$ cat config.mk
export PLATFORM = sky130hd
export DESIGN_NAME = seven_segment_capture
export DESIGN_NICKNAME = d
export VERILOG_FILES = /design/src/rtl/seven_segment_capture.sv
export SDC_FILE = /design/constraint.sdc
export NUM_CORES = 1
export LEC_CHECK = 0
export CAP_MARGIN = 5
export CORE_MARGIN = 2
export CORE_UTILIZATION = 57
export DETAILED_ROUTE_END_ITERATION = 10
export DONT_BUFFER_PORTS = 1
export PLACE_DENSITY_LB_ADDON = 0.05
export REMOVE_ABC_BUFFERS = 1
export SETUP_SLACK_MARGIN = 0.5
export SLEW_MARGIN = 20
export SYNTH_ARGS = -nofsm -noshare
export SYNTH_HDL_FRONTEND = slang
export SYNTH_SLANG_ARGS = --single-unit
$ cat constraint.sdc
create_clock -name clk -period 3.3 [get_ports clk]
set_input_delay 0.495 -clock clk [delete_from_list [all_inputs] [get_ports clk]]
set_output_delay 0.495 -clock clk [all_outputs]
set_load 0.05 [all_outputs]
$ cat src/rtl/seven_segment_capture.sv
// Recovers the digits shown on a multiplexed active-low 4-digit seven-segment
// display by sampling anode/segment once they are stable. Results are
// accumulated over a fixed capture window and published once per window.
module seven_segment_capture #(
  parameter int unsigned SETTLE_CYCLES = 4,
  parameter int unsigned WINDOW_CYCLES = 262144
) (
  input  logic        clk,
  input  logic        reset,
  input  logic [3:0]  anode,
  input  logic [7:0]  segment,
  output logic [15:0] data_out,
  output logic [3:0]  digit_display_out,
  output logic [3:0]  digit_point_out,
  output logic        frame_valid,
  output logic        data_changed,
  output logic        decode_err,
  output logic        anode_err
);

  localparam int unsigned WW = (WINDOW_CYCLES > 1) ? $clog2(WINDOW_CYCLES) : 1;

  // Registered inputs {anode, segment} and stability tracking
  logic [11:0]   in_q;
  logic [7:0]    settle_q, settle_d;
  logic [WW-1:0] win_q, win_d;

  // Per-window accumulators
  logic [3:0]  seen_q, seen_d;
  logic [3:0]  dp_q, dp_d;
  logic [15:0] nib_q, nib_d;
  logic        derr_q, derr_d;
  logic        aerr_q, aerr_d;

  // Published outputs (also serve as the previous publication)
  logic [15:0] data_q, data_d;
  logic [3:0]  disp_q, disp_d;
  logic [3:0]  pt_q, pt_d;
  logic        fv_q, fv_d;
  logic        chg_q, chg_d;
  logic        derr_out_q, derr_out_d;
  logic        aerr_out_q, aerr_out_d;

  logic       strobe, tc;
  logic       an_one, an_multi;
  logic [1:0] idx;
  logic [4:0] dec;

  // Returns {valid, nibble} for a segments g..a pattern
  function automatic logic [4:0] decode7(input logic [6:0] s);
    case (s)
      7'h40: decode7 = 5'h10;
      7'h79: decode7 = 5'h11;
      7'h24: decode7 = 5'h12;
      7'h30: decode7 = 5'h13;
      7'h19: decode7 = 5'h14;
      7'h12: decode7 = 5'h15;
      7'h02: decode7 = 5'h16;
      7'h78: decode7 = 5'h17;
      7'h00: decode7 = 5'h18;
      7'h10: decode7 = 5'h19;
      7'h08: decode7 = 5'h1A;
      7'h03: decode7 = 5'h1B;
      7'h46: decode7 = 5'h1C;
      7'h21: decode7 = 5'h1D;
      7'h06: decode7 = 5'h1E;
      7'h0E: decode7 = 5'h1F;
      default: decode7 = 5'h00;
    endcase
  endfunction

  // settle_q clears on the edge in_q takes a new value, so it holds
  // (cycles held - 1); the strobe at SETTLE_CYCLES-1 is passed once per run
  // because the counter saturates one step beyond it.
  assign strobe = (settle_q == 8'(SETTLE_CYCLES - 1));
  assign tc     = (win_q == WW'(WINDOW_CYCLES - 1));
  assign dec    = decode7(in_q[6:0]);

  // Classify the registered anode pattern
  always_comb begin
    an_one = 1'b1;
    idx    = '0;
    case (in_q[11:8])
      4'hE:    idx = 2'd0;
      4'hD:    idx = 2'd1;
      4'hB:    idx = 2'd2;
      4'h7:    idx = 2'd3;
      default: an_one = 1'b0;
    endcase
    an_multi = !an_one && (in_q[11:8] != 4'hF);
  end

  // Next-state: settle/window counters, capture into accumulators, publication
  always_comb begin
    settle_d   = settle_q;
    win_d      = tc ? '0 : win_q + WW'(1);
    seen_d     = seen_q;
    dp_d       = dp_q;
    nib_d      = nib_q;
    derr_d     = derr_q;
    aerr_d     = aerr_q;
    data_d     = data_q;
    disp_d     = disp_q;
    pt_d       = pt_q;
    fv_d       = 1'b0;
    chg_d      = 1'b0;
    derr_out_d = derr_out_q;
    aerr_out_d = aerr_out_q;

    if ({anode, segment} != in_q) begin
      settle_d = '0;
    end else if (settle_q < 8'(SETTLE_CYCLES)) begin
      settle_d = settle_q + 8'd1;
    end

    if (strobe) begin
      if (an_multi) begin
        aerr_d = 1'b1;
      end else if (an_one) begin
        seen_d[idx] = 1'b1;
        dp_d[idx]   = ~in_q[7];
        if (dec[4]) begin
          nib_d[{idx, 2'b00} +: 4] = dec[3:0];
        end else begin
          derr_d = 1'b1;
        end
      end
    end

    // Publish from the post-capture values so a terminal-count strobe lands
    // in the closing window, then clear the accumulators.
    if (tc) begin
      data_d = '0;
      for (int unsigned i = 0; i < 4; i++) begin
        if (seen_d[i]) data_d[4*i +: 4] = nib_d[4*i +: 4];
      end
      disp_d     = seen_d;
      pt_d       = dp_d & seen_d;
      derr_out_d = derr_d;
      aerr_out_d = aerr_d;
      fv_d       = 1'b1;
      chg_d      = ({data_d, disp_d, pt_d} != {data_q, disp_q, pt_q});
      seen_d     = '0;
      dp_d       = '0;
      nib_d      = '0;
      derr_d     = 1'b0;
      aerr_d     = 1'b0;
    end
  end

  // State registers with synchronous reset
  always_ff @(posedge clk) begin
    if (reset) begin
      in_q       <= 12'hFFF;
      settle_q   <= '0;
      win_q      <= '0;
      seen_q     <= '0;
      dp_q       <= '0;
      nib_q      <= '0;
      derr_q     <= 1'b0;
      aerr_q     <= 1'b0;
      data_q     <= '0;
      disp_q     <= '0;
      pt_q       <= '0;
      fv_q       <= 1'b0;
      chg_q      <= 1'b0;
      derr_out_q <= 1'b0;
      aerr_out_q <= 1'b0;
    end else begin
      in_q       <= {anode, segment};
      settle_q   <= settle_d;
      win_q      <= win_d;
      seen_q     <= seen_d;
      dp_q       <= dp_d;
      nib_q      <= nib_d;
      derr_q     <= derr_d;
      aerr_q     <= aerr_d;
      data_q     <= data_d;
      disp_q     <= disp_d;
      pt_q       <= pt_d;
      fv_q       <= fv_d;
      chg_q      <= chg_d;
      derr_out_q <= derr_out_d;
      aerr_out_q <= aerr_out_d;
    end
  end

  assign data_out          = data_q;
  assign digit_display_out = disp_q;
  assign digit_point_out   = pt_q;
  assign frame_valid       = fv_q;
  assign data_changed      = chg_q;
  assign decode_err        = derr_out_q;
  assign anode_err         = aerr_out_q;

endmodule
# Yosys cells after proc, flatten, opt, wreduce, memory -nomap -nowiden
# Cells that the tools add are included.
dict set report word_totals {
  ff_bits 92
  out_inout_bits 28
  in_bits 14
}
dict set report classes {
  addsub 3
  n_shift 2
  magnitude_cmp 3
  n_bitwise 4
  muxes 32
  n_reduce_logical 8
  eq_ne 24
}
# operator count
set op_table {}
lappend op_table {{$pmux W5 S16} 1}
lappend op_table {{$mux W16} 4}
lappend op_table {{$mux W4} 14}
lappend op_table {{$eq A7 B7 Y1 const B} 4}
lappend op_table {{$ne A24 B24 Y1} 1}
lappend op_table {{$eq A7 B5 Y1 const B} 3}
lappend op_table {{$eq A7 B6 Y1 const B} 3}
lappend op_table {{$add A18 B1 Y18 const B} 1}
lappend op_table {{$eq A18 B18 Y1 const B} 1}
lappend op_table {{$bwmux W16} 1}
lappend op_table {{$shift A4 B6 Y16 const A} 1}
lappend op_table {{$shiftx A4 B6 Y16} 1}
lappend op_table {{$eq A7 B2 Y1 const B} 2}
lappend op_table {{$eq A7 B4 Y1 const B} 2}
lappend op_table {{$eq A4 B4 Y1 const B} 3}
lappend op_table {{$ne A12 B12 Y1} 1}
lappend op_table {{$mux W1} 9}
lappend op_table {{$add A8 B1 Y8 const B} 1}
lappend op_table {{$eq A8 B2 Y1 const B} 1}
lappend op_table {{$lt A8 B3 Y1 const B} 1}
lappend op_table {{$eq A7 B3 Y1 const B} 1}
lappend op_table {{$logic_not A7 Y1} 1}
lappend op_table {{$neg A4 Y6} 1}
lappend op_table {{$pmux W2 S3} 1}
lappend op_table {{13 further kinds} 17}

# Longest topological paths before layout
dict set report depth {
  ltp_word 13
  mapped_depth 12
  ltp_nobuf 11
}

# Worst setup path after synthesis
# OpenSTA, ideal clock, no wires.
dict set report synth_path {
  kind {reg2reg}
  from {register in_q[9]}
  to {register chg_q (netlist: data_changed)}
  setup_ns 0.125
  stages_incl_launch_ff 13
  setup_slack_ns -0.176
  path_buffers 1
  arrival_time_ns 3.351
  cell_sequence {dfxtp_1 buf_2 xnor2_1 or2_2 ha_1 nor4_1 and2_1 a32oi_2 o211a_1 a2111oi_4 nand4_1 or4_1 o41a_1}
}
dict set report synth_via {
  elab_chain_cells 13
  word_cells_on_any_way 41
  classes_between {add/sub (1); order compare (2); eq/ne (6); shift (2); mux (24); bitwise (2); reduce/logical (4)}
}
# item line_no
set synth_rtl {}
lappend synth_rtl {{start: declaration} 24} ;# logic [11:0] in_q;
lappend synth_rtl {{start signal: assignment} 170} ;# in_q <= {anode, segment};
lappend synth_rtl {{branches (longest 12 deep; another with $neg A4 Y6)} -}
lappend synth_rtl {{$ne A24 B24 Y1 (*)} 142} ;# chg_d = ({data_d, disp_d, pt_d} != {data_q, disp_q, pt_q});
lappend synth_rtl {{end signal: assignment} 182} ;# chg_q <= chg_d;
lappend synth_rtl {{end: declaration} 40} ;# logic chg_q, chg_d;
# Mark *: on every way between the ends. The select of a mux whose other input is x is not followed.
# A chain may end at the register's enable or synchronous reset.

# Final worst setup path
dict set report layout_path {
  from {register in_q[11]}
  to {register chg_q (netlist: data_changed)}
}
# The elaborated chain is that of the path after synthesis.

==> summary.md <==
| Metric | Value |
|---|---|
| Status | `complete, no violations` |
| Drc violations | `0` |
| Syn_area_per_cell | `8.69 um^2` |
| Setup crit start kind | `register` |
| GR Util met1 | `37.6%` |
| Main combinational cell family by area after synthesis | `simple AND/OR/NAND/NOR gates` |
| Total global-route track usage | `27.9%` |
| Top Usage Layer GRT | `met2` |
| Drt via density | `5.90` |
| Vias | `4,146` |
| Max-slew violations | `0` |
| Setup WS pre-CTS | `-0.288 ns` |
| Placed insts | `673` |
| Post-DRT Antenna Nets | `0` |
| Worst-Margin Slew | `0.881 ns` |
| First-pass GRT wire length | `19.3 mm` |
| Mux cell area share after synthesis | `1.94%` |
| H-tree depth | `3` |
| Final setup fails | `0` |
| Final WL | `11.7 mm` |
| GPL Wtd Cong | `0.915` |
| CTS tree | `yes` |
| Clk_lat worst skew | `0.37 ns` |
| First-pass DRT Iterations | `6` |
| Dpl cell area | `5120 um^2` |
| Max_cap viols | `0` |
| Overflow after GRT | `0` |
| Slew margin rel. | `40.7%` |
| Post-route cell area | `5620 um^2` |
| Unrepaired setup endpoints after global routing | `true` |
| Clk slew on worst S/H paths | `0.09 ns` |
| DIE WIDTH | `94.2 um` |
| Number of synthesized register bits | `92` |
| Setup CP Type | `reg -> reg` |
| Final core utilization | `72.0%` |
| Vias in the first global route | `3,988` |
| Dominant synthesized flop cell | `dfxtp_1` |
| Num rows | `32` |
| Tcrit/Tclk final | `95.5%` |
| Crit end category | `register` |
| Fin Setup TNS | `0 ns` |
| Min Tclk post-route | `3.15 ns` |
| Synth cell types | `71` |
| Leakage | `0.00224 uW` |
| Post-synthesis sequential area ratio | `39.7%` |
| Synth Cell Area | `4640 um^2` |
| WP data arrival | `3.41 ns` |
| Data required time of the critical path | `3.56 ns` |
| Worst vdd ir | `0.310 mV` |
| CTS buffer count | `9` |
| Layout Nets | `620` |
| Worst Path Max Fanout | `3` |
| # hold bufs at CTS | `0` |
| Total core area | `7810 um^2` |
| Layout cells sized above 1 | `24.5%` |
| Antenna violations before repair | `0` |
| HP Class | `in -> reg` |
| Ant diodes | `0` |
| Layout Cells excl Fill | `703` |
| Clock skew | `0.0144 ns` |
| 1st-iter DRT viols | `242` |
| # clock sinks | `92` |
| Syn Inst Count | `534` |
| Post-Synth Adder-Cell Area | `2.43%` |
| I/O Pins | `42` |
| Largest net degree at the start of global routing | `34` |
| Die H | `94.2 um` |
| M2 GR Usage | `44.0%` |
| Synth async-reset ratio | `0%` |
| Synth Area in Compound Gates | `16.9%` |
| Met3 usage | `5.46%` |
| Clk Tree Root Cell | `clkbuf_8` |
| Pwr dens | `386 nW/um^2` |
| Syn-to-layout area delta | `21.1%` |
| Max Freq | `0.317 GHz` |
| CTS Buffer Depth | `2` |
| Routed length per instance | `16.6 um` |
| Final Hold Viols | `0` |
| XOR/XNOR Fraction of Synth Area | `7.74%` |
| Post-route setup slack | `0.148 ns` |
| Initial Util | `59.5%` |
| Post-synthesis simple-gate area fraction | `27.8%` |
| PortBufs | `0` |
| Post-synth EDFFs | `0` |
| Synthesis warning total | `0` |
| Total die area | `8880 um^2` |
| Detail Placement HPWL | `8.37 mm` |
[state kept, by name, indices dropped and copies added (netlist names)]
signal	flops
in_q	12
dp_q	4
digit_display_out	4
derr_q	1
digit_point_out	4
nib_q	16
data_changed	1
settle_q	8
aerr_q	1
seen_q	4
frame_valid	1
anode_err	1
win_q	18
data_out	16
decode_err	1
[worst max-delay path, stage by stage (launching register included)]
cell	delay (ns)
dfxtp_4	0.37
xnor2_2	0.13
or2_4	0.27
ha_4	0.24
buf_6	0.12
a2111oi_4	0.31
buf_4	0.20
nand2_4	0.07
mux2i_2	0.16
a21oi_1	0.18
nand4_1	0.09
or4_1	0.52
o41a_1	0.38
[power by group]
| group | leakage (uW) | internal [uW] | switching, uW |
|---|---|---|---|
| clock network | 0.000103 | 427 | 409 |
| registers | 0.000743 | 1120 | 19.2 |
| logic | 0.00139 | 98.2 | 94.7 |
[area by class of cell]
cell class / instances / area [um^2]
timing repair buffer: 75 / 619
inverter: 9 / 33.8
multi-input combinational: 410 / 2770
tap: 102 / 128
fill: 590 / 2190
clock buffer: 10 / 128
clock inverter: 5 / 85.1
sequential: 92 / 1860
[worst paths after layout]
| kind | from | end | slack (ns) | cells after the start |
|---|---|---|---|---|
| worst min-delay path | reset | win_q[12] | 0.20 | 1 |
| worst max register to register | in_q[11] | data_changed | 0.15 | 12 |
| worst min register to register | derr_q | derr_q | 0.46 | 2 |
| worst max-delay path | in_q[11] | data_changed | 0.15 | 12 |
[stage by stage]
step	hold WS (ns)	total power [uW]
2_1_floorplan	0.424	1250
3_3_place_gp	0.434	1310
3_5_place_dp	0.441	1310
4_1_cts	0.186	2170
5_1_grt	0.178	2240
6_report	0.199	2170
[cell usage after synthesis, types with 4 or more instances]
cell      count  share of area [%]
dfxtp_1      92                 40
nor2_1       64                5.2
nand2_1      51                4.1
o21ai_0      30                3.2
xnor2_1      24                4.5
a21oi_1      19                2.0
xor2_1       17                3.2
or2_2        15                2.0
nand3_1      13                1.4
nand4_1      11                1.5
nor3_1       11                1.2
and2_1       10                1.3
clkbuf_1     10               0.81
ha_1          9                2.4
inv_1         9               0.73
mux2i_1       9                1.9
and3_1        8                1.1
nor4_1        8                1.1
or3_1         8                1.1
nor3b_1       7                1.1
buf_2         6               0.65
nor2b_1       6               0.81
a211oi_1      5               0.81
a22oi_1       5               0.81
nand2b_1      5               0.67
o21a_1        5               0.81
a31oi_1       4               0.54
o211ai_1      4               0.65
[cell usage in the layout (no fill, tap or decap), types with 4 or more instances in the layout]
cell type / Yosys / layout
nand2_1: 51 / 50
a21oi_1: 19 / 17
ha_1: 9 / 7
nand2b_1: 5 / 5
and3_1: 8 / 8
clkbuf_8: 0 / 9
dfxtp_2: 0 / 8
o21ai_0: 30 / 29
nor3_1: 11 / 10
nor2b_1: 6 / 5
mux2i_1: 9 / 8
o21a_1: 5 / 5
nor2_1: 64 / 63
buf_4: 3 / 67
xnor2_1: 24 / 23
nor3b_1: 7 / 6
a22oi_1: 5 / 5
or2_2: 15 / 14
buf_6: 3 / 5
o211ai_1: 4 / 4
xor2_1: 17 / 17
inv_1: 9 / 8
dfxtp_1: 92 / 83
nand3_1: 13 / 13
and2_1: 10 / 9
a31oi_1: 4 / 4
or3_1: 8 / 8
nand4_1: 11 / 11
nor4_1: 8 / 6
[what timing repair did]
action                     in CTS  in global routing
gates cloned                    0                  0
pin swaps                      16                  1
buffers inserted               14                  1
gates resized for setup        39                  4
setup endpoints to repair       1                  3
[metal layers]
metal  part of all wire, %  routed length (um)
met1                    47                5510
met2                    46                5330
met3                   5.3                 616
met4                   2.1                 243
met5                     0                   0
[kinds of logic after synthesis]
family | Yosys count
flops | 92
mux | 9
compound gates | 107
xor+xnor | 41
fa+ha+maj | 9
buf+inv | 32
simple gates | 244
(Power assumes the default switching activity.)
